`config.mk`:
```
export PLATFORM = sky130hd
export DESIGN_NAME = exec_wb_unit
export DESIGN_NICKNAME = d
export VERILOG_FILES = /design/src/rtl/exec_wb_unit.sv
export SDC_FILE = /design/constraint.sdc
export NUM_CORES = 1
export LEC_CHECK = 0
export BUFFER_PORTS_ARGS = -buffer_cell sky130_fd_sc_hd__buf_4
export CORE_UTILIZATION = 45
export DETAILED_ROUTE_END_ITERATION = 16
export GPL_TIMING_DRIVEN = 0
export HOLD_SLACK_MARGIN = 0.15
export MAX_ROUTING_LAYER = met4
export PLACE_DENSITY = 0.64
export SYNTH_ARGS = -nofsm -noshare
export SYNTH_HDL_FRONTEND = slang
export SYNTH_SLANG_ARGS = --single-unit
```
`constraint.sdc`:
```
create_clock -name clk -period 3.8 [get_ports clk]
set_input_delay 0 -clock clk [delete_from_list [all_inputs] [get_ports clk]]
set_output_delay 0 -clock clk [all_outputs]
set_load 0.01 [all_outputs]
```
`src/rtl/exec_wb_unit.sv`:
```
// Multi-cycle execute/write-back stage: IDLE -> READ -> EXEC -> WB over an 8x32 register file.
// Optional iterative shift-add multiplier for op 110 is built only when EXEC_MUL_EN is defined.
module exec_wb_unit (
  input  logic        clk,
  input  logic        n_rst,
  input  logic        i_issue_valid,
  output logic        o_issue_ready,
  input  logic [2:0]  i_op,
  input  logic [2:0]  i_rs1,
  input  logic [2:0]  i_rs2,
  input  logic [2:0]  i_rd,
  output logic [2:0]  o_ra1,
  output logic [2:0]  o_ra2,
  input  logic [31:0] i_rd1,
  input  logic [31:0] i_rd2,
  output logic [2:0]  o_wa,
  output logic [31:0] o_wd,
  output logic        o_we,
  output logic        o_done,
  output logic        o_err,
  output logic        o_busy
);

  typedef enum logic [1:0] {
    S_IDLE = 2'd0,
    S_READ = 2'd1,
    S_EXEC = 2'd2,
    S_WB   = 2'd3
  } state_t;

  state_t      r_state;
  state_t      w_next;
  logic [2:0]  r_op;
  logic [2:0]  r_rd;
  logic [31:0] r_a;
  logic [31:0] r_b;
  logic [31:0] w_result;
  logic        w_legal;
  logic        w_exec_done;

`ifdef EXEC_MUL_EN
  logic [31:0] r_acc;
  logic [4:0]  r_cnt;
  logic        w_is_mul;
  logic [31:0] w_acc_next;

  assign w_is_mul    = (r_op == 3'b110);
  assign w_acc_next  = r_b[0] ? (r_acc + r_a) : r_acc;
  assign w_legal     = 1'b1;
  assign w_exec_done = !w_is_mul || (r_cnt == 5'd31);

  // Multiply accumulator and iteration counter, cleared as EXEC is entered
  always_ff @(posedge clk or negedge n_rst) begin
    if (!n_rst) begin
      r_acc <= 32'd0;
      r_cnt <= 5'd0;
    end else if (r_state == S_READ) begin
      r_acc <= 32'd0;
      r_cnt <= 5'd0;
    end else if (r_state == S_EXEC && w_is_mul) begin
      r_acc <= w_acc_next;
      r_cnt <= r_cnt + 5'd1;
    end
  end
`else
  assign w_legal     = (r_op != 3'b110);
  assign w_exec_done = 1'b1;
`endif

  // Operand registers: loaded from the read ports in READ, shifted while multiplying
  always_ff @(posedge clk or negedge n_rst) begin
    if (!n_rst) begin
      r_a <= 32'd0;
      r_b <= 32'd0;
    end else if (r_state == S_READ) begin
      r_a <= i_rd1;
      r_b <= i_rd2;
    end
`ifdef EXEC_MUL_EN
    else if (r_state == S_EXEC && w_is_mul) begin
      r_a <= {r_a[30:0], 1'b0};
      r_b <= {1'b0, r_b[31:1]};
    end
`endif
  end

  // ALU result for the latched op
  always_comb begin
    w_result = 32'd0;
    case (r_op)
      3'b000:  w_result = r_a + r_b;
      3'b001:  w_result = r_a - r_b;
      3'b010:  w_result = r_a & r_b;
      3'b011:  w_result = r_a | r_b;
      3'b100:  w_result = r_a ^ r_b;
      3'b101:  w_result = {31'd0, ($signed(r_a) < $signed(r_b))};
`ifdef EXEC_MUL_EN
      3'b110:  w_result = w_acc_next;
`else
      3'b110:  w_result = 32'd0;
`endif
      3'b111:  w_result = r_a << r_b[4:0];
      default: w_result = 32'd0;
    endcase
  end

  // Next-state logic
  always_comb begin
    w_next = r_state;
    case (r_state)
      S_IDLE: begin
        if (i_issue_valid && o_issue_ready) w_next = S_READ;
        else                                 w_next = S_IDLE;
      end
      S_READ: w_next = S_EXEC;
      S_EXEC: begin
        if (w_exec_done) w_next = S_WB;
        else             w_next = S_EXEC;
      end
      S_WB:    w_next = S_IDLE;
      default: w_next = S_IDLE;
    endcase
  end

  // State, latched instruction fields and registered outputs decoded from the next state
  always_ff @(posedge clk or negedge n_rst) begin
    if (!n_rst) begin
      r_state       <= S_IDLE;
      r_op          <= 3'd0;
      r_rd          <= 3'd0;
      o_issue_ready <= 1'b1;
      o_busy        <= 1'b0;
      o_we          <= 1'b0;
      o_done        <= 1'b0;
      o_err         <= 1'b0;
      o_ra1         <= 3'd0;
      o_ra2         <= 3'd0;
      o_wa          <= 3'd0;
      o_wd          <= 32'd0;
    end else begin
      r_state       <= w_next;
      o_issue_ready <= (w_next == S_IDLE);
      o_busy        <= (w_next != S_IDLE);
      o_we          <= (w_next == S_WB) && w_legal;
      o_done        <= (w_next == S_WB);
      o_err         <= (w_next == S_WB) && !w_legal;
      if (r_state == S_IDLE && i_issue_valid && o_issue_ready) begin
        r_op  <= i_op;
        r_rd  <= i_rd;
        o_ra1 <= i_rs1;
        o_ra2 <= i_rs2;
      end
      if (w_next == S_WB) begin
        o_wa <= r_rd;
        if (w_legal) o_wd <= w_result;
      end
    end
  end

endmodule

```
==> results by group <==
Status
  • Run status: finished, violations left
  • Violated checks: negative setup slack

Worst hold path
  • Tightest Hold Check Type: input port to flip-flop
  • Hold path start: i_rd2[7]

STA
  • Post-route minimum period: roughly 4000 ps
  • Worst-margin pin slew: approximately 1300 ps
  • Pins Over Slew Limit: 0
  • Hold Vio Cnt, Final: 0
  • Setup_tns: -327 ps
  • RSZ-0062 raised after global routing: yes
  • Slew HR: between 10% and 20%
  • Fmax achieved: between 0.2 and 0.3 GHz
  • Period utilization: 105%
  • Worst setup margin: -179 ps
  • Final setup violation count: 2
  • Final Skew: 14.6 ps

CTS
  • CTS max path bufs: 2
  • Clock root cell: clkbuf_16
  • CTS tree: built
  • Clk slew on worst S/H paths: ~70 ps
  • Htree depth: 4
  • TritonCTS Buffers: 17
  • Skew-Pair Late Insertion Delay: about 450 ps
  • # clock sinks: around 120

Worst setup path
  • Buffer and inverter count on the worst path: 3
  • Worst r2r src: r_op[2]
  • Top Family by Delay on Critical Path: buffers and inverters
  • Crit path max fanout: 10
  • CP Capture Type: flip-flop
  • Crit-path slowest cell: buf_1
  • Worst EP arrival: between 4000 and 5000 ps
  • Kind of critical path: flip-flop to flip-flop
  • Worst EP required: 4090 ps
  • Critical path cell sequence: inv_1 > clkbuf_1 > nand2_1 > buf_1 > o221ai_1 > a221oi_1 > nor2_1
  • Largest stage delay, worst path: around 850 ps
  • Crit path from: r_op[2]
  • Setup crit start kind: flip-flop

Layout
  • Nets: between 1,500 and 2,000
  • Leading cell type in the layout, fill and taps excluded: nand2_1
  • Finished Cell Area: between 10,000 and 15,000 um2
  • Diodes inserted: 0
  • Non-filler cells, final: ~1,900
  • Fill cells: ~2,200
  • Commonest cells after routing, fill and taps aside: 171 x nand2_1, 139 x buf_4, 130 x o21ai_0
  • Area Overhead vs Synth: 26.7%
  • Layout cells sized above 1: 17.9%

Synthesis
  • Yosys Warn Count: 0
  • Primary FF master, synth: dfrtp_1
  • Post-synth top area share: about a quarter
  • Mapped cell area: 11,100 um2
  • Mapped Cells: 1,364
  • Avg Cell Area, Syn: slightly above 8 um2
  • FF+latch count, synth: 118
  • Netlist cell types: slightly above 90
  • Seq/Total Area, Yosys: about a quarter
  • Yosys top cell by area: dfrtp_1
  • Asr flop ratio synth: 100%
  • Top post-synthesis cells by area: dfrtp_1 26%, ha_1 11%, mux4_2 6.3%
  • Post-synth EDFFs: 0
  • Syn Nets: approximately 1,500

Placed design
  • RePlAce Congestion: 1.03
  • Dpl cell area: 12,400 um2
  • Pre-CTS setup slack: -996 ps
  • Input/output buffers: 124
  • Post-Place Cells: about 1,800
  • DP HPWL: approximately 37 mm

Route
  • Met3 wire length: 5.43 mm
  • Routed via count: about 12,000
  • Antenna-violating nets left: 0
  • Metal2 WL: 21.7 mm
  • Wire length per cell: roughly 26 um
  • Top routing layer in use: met4
  • Initial DRT Pass Iterations: 6
  • DRT Wirelength: roughly 50 mm
  • DRC violations left: 0
  • 1st-iter DRT viols: about 1,400
  • Vias per cell: ~6.3
  • Met1 Wirelength: 20.5 mm

Die
  • I/O pin cnt: around 130
  • Die ar.: approximately 25,000 um2
  • Number of cell rows: 56
  • Die W: approximately 160 um
  • Initial core utilization: a little under half
  • Core ar.: approximately 24,000 um2
  • Vert. Die Dim: 159 um

Flow run
  • MaxCap Viol Count: 0

GRT
  • First-pass GRT wire length: 74.7 mm
  • Vias in the first global route: around 12,000
  • Largest net degree at the start of global routing: just over 60
  • Initial antenna violation count: 0
  • GRT Residual Overflow: 0
  • Total global-route track usage: about 40%
routing by layer:
metal  track usage [%]  vias up
met3              9.27      133
met2              60.3      769
li1                  -     5386
met5                 -        -
met4              17.9        0
met1              53.2     5890
worst min-delay path, cell delays in order:
cell	delay [ps]
dlygate4sd3_1	520
buf_4	90
nand2_1	40
o21ai_0	60
synth_stat cells (9+ instances only):
| master | number |
|---|---|
| a221o_1 | 10 |
| mux4_2 | 31 |
| nand2_1 | 171 |
| clkbuf_1 | 62 |
| a221oi_1 | 14 |
| dfrtp_1 | 117 |
| nor3_1 | 26 |
| ha_1 | 100 |
| o2111ai_1 | 13 |
| o22ai_1 | 14 |
| inv_1 | 105 |
| nand2b_1 | 10 |
| o21ai_1 | 9 |
| a31oi_1 | 9 |
| mux2_2 | 18 |
| xnor2_1 | 10 |
| a21oi_1 | 125 |
| a211oi_1 | 25 |
| nand3_1 | 21 |
| buf_1 | 9 |
| mux2i_1 | 19 |
| a21o_1 | 11 |
| nor2_1 | 113 |
| nand4_1 | 11 |
| o31ai_1 | 10 |
| o21ai_0 | 130 |
final timing paths:
kind | end | slack, ps | depth (start not counted)
hold reg to reg | o_wd[9] | 480 | 2
hold / removal | r_b[7] | 300 | 4
setup / recovery | o_wd[5] | -180 | 7
setup reg to reg | o_wd[5] | -180 | 7
max in group asynchronous | o_wd[5] | 2030 | 4
min in group asynchronous | o_wd[19] | 640 | 3
sequential cells by signal, summed over array words and instances, names as in the netlist, 2 cells and up:
signal,flops
o_wd,32
r_a,32
r_b,32
o_ra1,3
o_ra2,3
o_wa,3
r_op,3
r_rd,3
r_state,2
through the flow:
| step | util [%] | hold WS [ps] |
|---|---|---|
| floorplan | - | -296 |
| global placement | 52.1 | 207 |
| detailed placement | 52.3 | 2.60 |
| CTS | 58.5 | 305 |
| global route | 58.9 | 324 |
| finish | 58.9 | 304 |
layout make-up:
cell class	count	area (um2)	area share [%]
plain buffers	86	397	2.83
clock inverters	15	159	1.13
flip-flops and latches	118	2960	21.1
inverters	112	429	3.06
repair buffers	217	1860	13.3
multi-input cells	1044	7380	52.7
clock buffers	17	425	3.04
well taps	319	399	2.85
timing repair:
action,in CTS,in global routing
buffers inserted,3,7
gates resized for setup,15,19
pin swaps,1,1
setup endpoints to repair,26,19
hold buffers,82,0
endpoints found under the hold margin,197,0
cell families (layout without fill, tap and decap cells):
family / Yosys count / in the layout / synth area share (%)
compound gates: 461 / 461 / 27.4
simple gates: 401 / 401 / 16.0
buf+inv: 202 / 447 / 7.37
flops: 118 / 118 / 26.7
fa+ha+maj: 102 / 102 / 11.7
mux: 69 / 69 / 9.97
xor+xnor: 11 / 11 / 0.872
Power is left out: the tool's default activity adds up to more than one toggle a clock period on the data nets, which glitch-free logic cannot reach.
